==> src/rtl/komandara_k10_pkg.sv <==
// -----------------------------------------------------------------------------
// komandara_k10_pkg
// Shared types and constants for the K10 bus arbiter slice.
//   k10_bus_src_e     : identifies which core bus owns a memory transaction
//   k10_arb_state_e   : arbiter hold state (open, or held on a stalled source)
//   K10_ARB_MAX_OUTST_LIMIT : largest supported outstanding-transaction depth
//   k10_other_src()   : returns the opposite bus source
// -----------------------------------------------------------------------------
package komandara_k10_pkg;

   typedef enum logic {
      K10_SRC_IBUS = 1'b0,
      K10_SRC_DBUS = 1'b1
   } k10_bus_src_e;

   // While a request is stalled by memory the arbiter is held on that source
   // so that the address/data toward memory cannot change under it.
   typedef enum logic [1:0] {
      K10_ARB_OPEN      = 2'd0,
      K10_ARB_HOLD_IBUS = 2'd1,
      K10_ARB_HOLD_DBUS = 2'd2
   } k10_arb_state_e;

   localparam int unsigned K10_ARB_MAX_OUTST_LIMIT = 8;

   function automatic k10_bus_src_e k10_other_src(input k10_bus_src_e src);
      return (src == K10_SRC_IBUS) ? K10_SRC_DBUS : K10_SRC_IBUS;
   endfunction

endpackage

==> src/rtl/k10_bus_arb_idfifo.sv <==
// -----------------------------------------------------------------------------
// k10_bus_arb_idfifo
// Synchronous FIFO of bus-source IDs, one entry per in-flight memory
// transaction. Push and pop may occur in the same cycle.
// Ports:
//   i_clk, i_rst_n : clock, asynchronous active-low reset (empties the FIFO)
//   i_push, i_push_src : write an ID (ignored when full)
//   i_pop          : drop the head entry (ignored when empty)
//   o_full, o_empty: occupancy flags, from registered count only
//   o_head         : oldest ID, valid when o_empty = 0
// -----------------------------------------------------------------------------
module k10_bus_arb_idfifo
   import komandara_k10_pkg::*;
#(
   parameter int unsigned DEPTH = 2
) (
   input  logic         i_clk,
   input  logic         i_rst_n,
   input  logic         i_push,
   input  k10_bus_src_e i_push_src,
   input  logic         i_pop,
   output logic         o_full,
   output logic         o_empty,
   output k10_bus_src_e o_head
);

   localparam int unsigned PTR_W = (DEPTH > 1) ? $clog2(DEPTH) : 1;
   localparam int unsigned CNT_W = $clog2(DEPTH + 1);
   localparam logic [PTR_W-1:0] PTR_LAST = PTR_W'(DEPTH - 1);
   localparam logic [PTR_W-1:0] PTR_ONE  = PTR_W'(1);
   localparam logic [CNT_W-1:0] CNT_FULL = CNT_W'(DEPTH);
   localparam logic [CNT_W-1:0] CNT_ONE  = CNT_W'(1);

   logic [PTR_W-1:0] wr_ptr_reg, wr_ptr_next;
   logic [PTR_W-1:0] rd_ptr_reg, rd_ptr_next;
   logic [CNT_W-1:0] count_reg, count_next;
   k10_bus_src_e     entry_reg [DEPTH];
   logic             do_push, do_pop;

   // Full/empty come from the registered count, so a pop never opens a slot
   // for a push in the same cycle.
   assign o_full  = (count_reg == CNT_FULL);
   assign o_empty = (count_reg == '0);
   assign do_push = i_push & ~o_full;
   assign do_pop  = i_pop & ~o_empty;
   assign o_head  = entry_reg[rd_ptr_reg];

   always_comb begin
      wr_ptr_next = wr_ptr_reg;
      rd_ptr_next = rd_ptr_reg;
      count_next  = count_reg;
      if (do_push) begin
         wr_ptr_next = (wr_ptr_reg == PTR_LAST) ? '0 : wr_ptr_reg + PTR_ONE;
      end
      if (do_pop) begin
         rd_ptr_next = (rd_ptr_reg == PTR_LAST) ? '0 : rd_ptr_reg + PTR_ONE;
      end
      case ({do_push, do_pop})
         2'b10:   count_next = count_reg + CNT_ONE;
         2'b01:   count_next = count_reg - CNT_ONE;
         default: count_next = count_reg;
      endcase
   end

   always_ff @(posedge i_clk or negedge i_rst_n) begin
      if (!i_rst_n) begin
         wr_ptr_reg <= '0;
         rd_ptr_reg <= '0;
         count_reg  <= '0;
         for (int i = 0; i < int'(DEPTH); i++) begin
            entry_reg[i] <= K10_SRC_IBUS;
         end
      end else begin
         wr_ptr_reg <= wr_ptr_next;
         rd_ptr_reg <= rd_ptr_next;
         count_reg  <= count_next;
         if (do_push) begin
            entry_reg[wr_ptr_reg] <= i_push_src;
         end
      end
   end

endmodule

==> src/rtl/k10_bus_arbiter.sv <==
// -----------------------------------------------------------------------------
// k10_bus_arbiter
// Shares one memory port between the K10 instruction bus (read-only) and data
// bus (read/write). All three ports use req/gnt/rvalid; responses come back in
// order and are steered to the owner recorded in an ID FIFO.
// Ports:
//   i_clk, i_rst_n           : clock, asynchronous active-low reset
//   i_ibus_* / o_ibus_*      : instruction bus (req, addr -> gnt, rvalid, rdata, err)
//   i_dbus_* / o_dbus_*      : data bus (req, we, addr, wdata, wstrb -> gnt, rvalid, rdata, err)
//   o_mem_* / i_mem_*        : shared memory port
//   o_unexp_rsp              : sticky flag, memory responded with nothing outstanding
// Parameters:
//   MAX_OUTSTANDING : granted-but-unanswered limit (1..8), ID FIFO depth
//   DBUS_PRIO       : 1 = dbus wins ties, 0 = round-robin on ties
// -----------------------------------------------------------------------------
module k10_bus_arbiter
   import komandara_k10_pkg::*;
#(
   parameter int unsigned MAX_OUTSTANDING = 2,
   parameter logic        DBUS_PRIO       = 1'b1
) (
   input  logic        i_clk,
   input  logic        i_rst_n,
   input  logic        i_ibus_req,
   input  logic [31:0] i_ibus_addr,
   output logic        o_ibus_gnt,
   output logic        o_ibus_rvalid,
   output logic [31:0] o_ibus_rdata,
   output logic        o_ibus_err,
   input  logic        i_dbus_req,
   input  logic        i_dbus_we,
   input  logic [31:0] i_dbus_addr,
   input  logic [31:0] i_dbus_wdata,
   input  logic [3:0]  i_dbus_wstrb,
   output logic        o_dbus_gnt,
   output logic        o_dbus_rvalid,
   output logic [31:0] o_dbus_rdata,
   output logic        o_dbus_err,
   output logic        o_mem_req,
   output logic        o_mem_we,
   output logic [31:0] o_mem_addr,
   output logic [31:0] o_mem_wdata,
   output logic [3:0]  o_mem_wstrb,
   input  logic        i_mem_gnt,
   input  logic        i_mem_rvalid,
   input  logic [31:0] i_mem_rdata,
   input  logic        i_mem_err,
   output logic        o_unexp_rsp
);

   // Out-of-range depths are pulled back into the supported window.
   localparam int unsigned FIFO_DEPTH =
      (MAX_OUTSTANDING < 1) ? 1 :
      (MAX_OUTSTANDING > K10_ARB_MAX_OUTST_LIMIT) ? K10_ARB_MAX_OUTST_LIMIT :
      MAX_OUTSTANDING;

   k10_arb_state_e state_reg, state_next;
   k10_bus_src_e   last_src_reg, last_src_next;
   logic           unexp_reg, unexp_next;

   k10_bus_src_e   sel_src;
   logic           sel_req;
   logic           mem_req;
   logic           handshake;
   logic           fifo_full, fifo_empty;
   k10_bus_src_e   fifo_head;
   logic           rsp_valid;

   // ---------------------------------------------------------------- selection
   always_comb begin
      sel_src = K10_SRC_IBUS;
      if (state_reg == K10_ARB_HOLD_IBUS) begin
         sel_src = K10_SRC_IBUS;
      end else if (state_reg == K10_ARB_HOLD_DBUS) begin
         sel_src = K10_SRC_DBUS;
      end else if (i_ibus_req && i_dbus_req) begin
         // Round-robin: whoever was granted last loses the tie.
         sel_src = DBUS_PRIO ? K10_SRC_DBUS : k10_other_src(last_src_reg);
      end else if (i_dbus_req) begin
         sel_src = K10_SRC_DBUS;
      end
   end

   assign sel_req   = (sel_src == K10_SRC_DBUS) ? i_dbus_req : i_ibus_req;
   // Reset gating keeps every request/grant output low for the whole time
   // reset is held, not just from the next clock edge.
   assign mem_req   = sel_req & ~fifo_full & i_rst_n;
   assign handshake = mem_req & i_mem_gnt;

   assign o_ibus_gnt = handshake & (sel_src == K10_SRC_IBUS);
   assign o_dbus_gnt = handshake & (sel_src == K10_SRC_DBUS);

   // ------------------------------------------------------------- memory side
   always_comb begin
      o_mem_req   = 1'b0;
      o_mem_we    = 1'b0;
      o_mem_addr  = '0;
      o_mem_wdata = '0;
      o_mem_wstrb = '0;
      if (mem_req) begin
         o_mem_req = 1'b1;
         if (sel_src == K10_SRC_DBUS) begin
            o_mem_we    = i_dbus_we;
            o_mem_addr  = i_dbus_addr;
            o_mem_wdata = i_dbus_wdata;
            o_mem_wstrb = i_dbus_wstrb;
         end else begin
            o_mem_addr  = i_ibus_addr;
         end
      end
   end

   // ---------------------------------------------------------- hold / rr state
   always_comb begin
      state_next    = state_reg;
      last_src_next = last_src_reg;
      if (handshake) begin
         state_next    = K10_ARB_OPEN;
         last_src_next = sel_src;
      end else if (mem_req) begin
         state_next = (sel_src == K10_SRC_DBUS) ? K10_ARB_HOLD_DBUS
                                                : K10_ARB_HOLD_IBUS;
      end
   end

   // ------------------------------------------------------------ response side
   assign rsp_valid  = i_mem_rvalid & ~fifo_empty;
   assign unexp_next = unexp_reg | (i_mem_rvalid & fifo_empty);

   always_comb begin
      o_ibus_rvalid = 1'b0;
      o_ibus_rdata  = '0;
      o_ibus_err    = 1'b0;
      o_dbus_rvalid = 1'b0;
      o_dbus_rdata  = '0;
      o_dbus_err    = 1'b0;
      if (rsp_valid) begin
         if (fifo_head == K10_SRC_DBUS) begin
            o_dbus_rvalid = 1'b1;
            o_dbus_rdata  = i_mem_rdata;
            o_dbus_err    = i_mem_err;
         end else begin
            o_ibus_rvalid = 1'b1;
            o_ibus_rdata  = i_mem_rdata;
            o_ibus_err    = i_mem_err;
         end
      end
   end

   assign o_unexp_rsp = unexp_reg;

   always_ff @(posedge i_clk or negedge i_rst_n) begin
      if (!i_rst_n) begin
         state_reg    <= K10_ARB_OPEN;
         last_src_reg <= K10_SRC_IBUS;
         unexp_reg    <= 1'b0;
      end else begin
         state_reg    <= state_next;
         last_src_reg <= last_src_next;
         unexp_reg    <= unexp_next;
      end
   end

   k10_bus_arb_idfifo #(
      .DEPTH (FIFO_DEPTH)
   ) u_idfifo (
      .i_clk      (i_clk),
      .i_rst_n    (i_rst_n),
      .i_push     (handshake),
      .i_push_src (sel_src),
      .i_pop      (rsp_valid),
      .o_full     (fifo_full),
      .o_empty    (fifo_empty),
      .o_head     (fifo_head)
   );

endmodule

==> config.mk <==
export PLATFORM = sky130hd
export DESIGN_NAME = k10_bus_arbiter
export DESIGN_NICKNAME = d
export VERILOG_FILES = /design/src/rtl/komandara_k10_pkg.sv /design/src/rtl/k10_bus_arb_idfifo.sv /design/src/rtl/k10_bus_arbiter.sv
export SDC_FILE = /design/constraint.sdc
export NUM_CORES = 1
export LEC_CHECK = 0
export CORE_AREA = 2 2 108 110
export DETAILED_ROUTE_END_ITERATION = 8
export DIE_AREA = 0 0 110 112
export PLACE_DENSITY = 0.62
export SLEW_MARGIN = 10
export SYNTH_ARGS = -nofsm -noshare
export SYNTH_HDL_FRONTEND = slang
export SYNTH_SLANG_ARGS = --single-unit
==> constraint.sdc <==
create_clock -name i_clk -period 4.2 [get_ports i_clk]
set_input_delay 0.84 -clock i_clk [delete_from_list [all_inputs] [get_ports i_clk]]
set_output_delay 0.84 -clock i_clk [all_outputs]
set_load 0.005 [all_outputs]
==> flow_summary.yaml <==
setup_path:
  r2r-start: "state_reg[1]"
  cp.depth: 7
  cp_cell_sequence: "clkdlybuf4s50_1, nor2_1, o21a_1, buf_4, nand3_1, a21oi_1, clkdlybuf4s50_1"
  cp_max_fo: 34
  critPathCaptureType: "primary output"
  path_delay_family: "buffers and inverters"
  cp_num_buf_inv: 3
  ff2ff_setup_slack_ps: 2280
  crit_arrival_ps: 2850
  worst_ep_required_time_ps: 3360
  startpoint: "i_dbus_req"
  slowest_delay_ps: 540
  startpoint_type: "primary input"
  path_class: "in -> out"
  slowest_stage: "clkdlybuf4s50_1"
  reg2regPathDepth: 7
  crit_path_frequent_cell: "clkdlybuf4s50_1"
  r2r_end: "u_idfifo.count_reg[1]"
die:
  fp-row-count: 39
  num_io_pins: 281
  die-area_um2: 12320
  die-width_um: 110
  die_h_um: 112
  initial_core_util_pct: 15.65
  core_um2: 11170
detailed_routing:
  drt-initial-drc-count: 165
  vias_per_cell: 4.231
  drc: 0
  ant_nets: 0
  wl_per_cell_um: 13.73
  first_pass_iters: 4
  wl_mm: 9.402
  route.vias.total: 2898
synthesis:
  synth_fa_ha_area_share_pct: 0.7153
  ys_top_cells_by_count: "103 x and2_1, 34 x nand2_1, 33 x a21oi_1, 32 x nand3_1"
  seq_area_frac_synth_pct: 12.88
  synthMostInstantiatedCell: "and2_1"
  synth_area_leaders: "and2_1 37%, dfrtp_1 13%, a21oi_1 9.4%"
  synth_xor_area_share_pct: 2.504
  synthesis.nets: 415
  syn_inst: 274
  synth_top_family_by_area: "simple AND/OR/NAND/NOR gates"
  synth_edf_count: 0
  synth_top_area_share_pct: 36.84
  post_synth_and_or_nand_nor_area_fraction_pct: 59.30
  ys_ff_latch: 9
  synth-compound-area-share_pct: 15.31
  synth.avg_cell_area_um2: 6.384
  yosysUniqueCellTypes: 38
  synthFlopType: "dfrtp_1"
  synthArstFlopShare_pct: 100.0
  syn_area_um2: 1749
  yosysTopAreaCell: "and2_1"
  yosys_warnings: 0
  synthMuxAreaShare_pct: 0.5722
clock_tree:
  clock_sinks: 9
  cts_tree: "built"
  ctsHoldBuffers: 0
  cts-root-buf: "clkbuf_16"
  h-tree-depth: 1
  ctsResizeCount: 0
  post_cts_buffers: 0
  cts_buffers: 3
  ctsLongestPathBuffers: 2
  clkLatencyLatePin_ps: 230
  clkTransAtPathRegs_ps: 40
cells_and_area:
  syn_to_final_growth_pct: 170.5
  nets: 684
  n_antenna_cell: 0
  fill_cells: 1170
  post-route-cell-area_um2: 4732
  final_util_pct: 42.35
  fin_cells: 685
  final_layout_size_suffix_gt1_share_pct: 3.506
sta:
  period_share_pct: 87.80
  fin_crit_ps: 3688
  fin_tns_setup_ps: 0
  final-max-slew-violation-count: 0
  finalHoldViolations: 0
  rsz0062_at_grt: "false"
  finClkSkew_ps: 2.148
  setup_viol: 0
  fmax_ghz: 0.2712
  tightest_slew_ps: 489.5
  relSlewSlack_pct: 67.36
global_route:
  grt_max_degree: 39
  gr-total-overflow: 0
  grt_pass1_vias: 2833
  grt_pass1_wl_mm: 13.71
  antenna_found_initial: 0
  grt_use_total_pct: 13.93
place:
  dpl.cell_count: 681
  dp_hpwl_mm: 7.683
  placed_area_um2: 4653
  place_congestion: 0.8051
  portBuffers: 280
outcome:
  status: "finished, final reports clean"
worst_hold_path:
  hold_class: "reg -> reg"
  hold-path-cell-count: 1
  min_from: "o_unexp_rsp"
  worst_hold_path.endpoint: "o_unexp_rsp"
pwr:
  p_per_area_nw_per_um2: 343.8
  p_leak_nw: 1.813
  ir_worst_vdd_uv: 202.7
flow_run:
  max-cap-violations: 0
[layout by cell type (no fill, tap or decap), drive strengths merged, types with 2 or more instances in the layout]
master,count
nand3b,2
and2,103
nand2,35
buf,8
nor2,5
xnor2,4
o21ai,5
clkdlybuf4s50,280
clkbuf,4
dfrtp,9
nand3,32
inv,4
a21oi,33
[worst max-delay path by stage]
stage / end / slack, ps
floorplan: o_mem_addr[0] / 1730
global placement: o_mem_addr[7] / 530
detailed placement: o_mem_addr[9] / 510
CTS: o_mem_wdata[5] / 510
global route: o_dbus_gnt / 360
finish: o_mem_addr[6] / 510
[cell families (layout without fill, tap and decap cells)]
family,after synthesis,count (layout)
buffers and inverters,28,296
muxes,1,1
xor gates and xnor gates,5,5
and+or+nand+nor,184,184
adders and majority gates,1,1
DFF,9,9
AOI/OAI and AO/OA,46,46
[layer usage]
layer	global-route usage (%)	routed length (um)	vias up
li1	-	-	1434
met1	15.31	3452	1293
met2	25.40	4684	163
met3	4.684	1161	8
met4	3.122	103	0
met5	0	0	-
[layout make-up]
type                       instances  area (um2)  area share [%]
timing repair buffer             288        2863           60.50
tap                              143       178.9           3.781
inverter                           4       15.01          0.3173
clock buffer                       4       78.83           1.666
multi-input combinational        237        1371           28.98
sequential                         9       225.2           4.759
[power breakdown]
part           switching, mW  leakage [nW]  internal [mW]  total [mW]
Sequential            0.0466         0.104          0.126       0.172
Clock                 0.0409        0.0382          0.127       0.168
Combinational          0.510          1.67          0.777        1.29
[worst reg2reg max path, cell delays in order (launching register included)]
cell and delay [ps]:
dfrtp_1 420, nor2_1 190, o21ai_2 60, buf_4 240, o211ai_1 310, ha_1 310, nor2_1 150, xor2_1 150
[metrics by stage]
step | worst slack (ps) | total power, mW | hold slack, ps
4_1_cts | 505.3 | 1.654 | 454.3
3_3_place_gp | 530.5 | 1.464 | 443.9
3_5_place_dp | 508.8 | 1.477 | 450.9
2_1_floorplan | 1730 | 0.7304 | 451.0
6_report | 512.5 | 1.627 | 451.5
5_1_grt | 355.8 | 1.765 | 487.5
(Power assumes the default switching activity.)
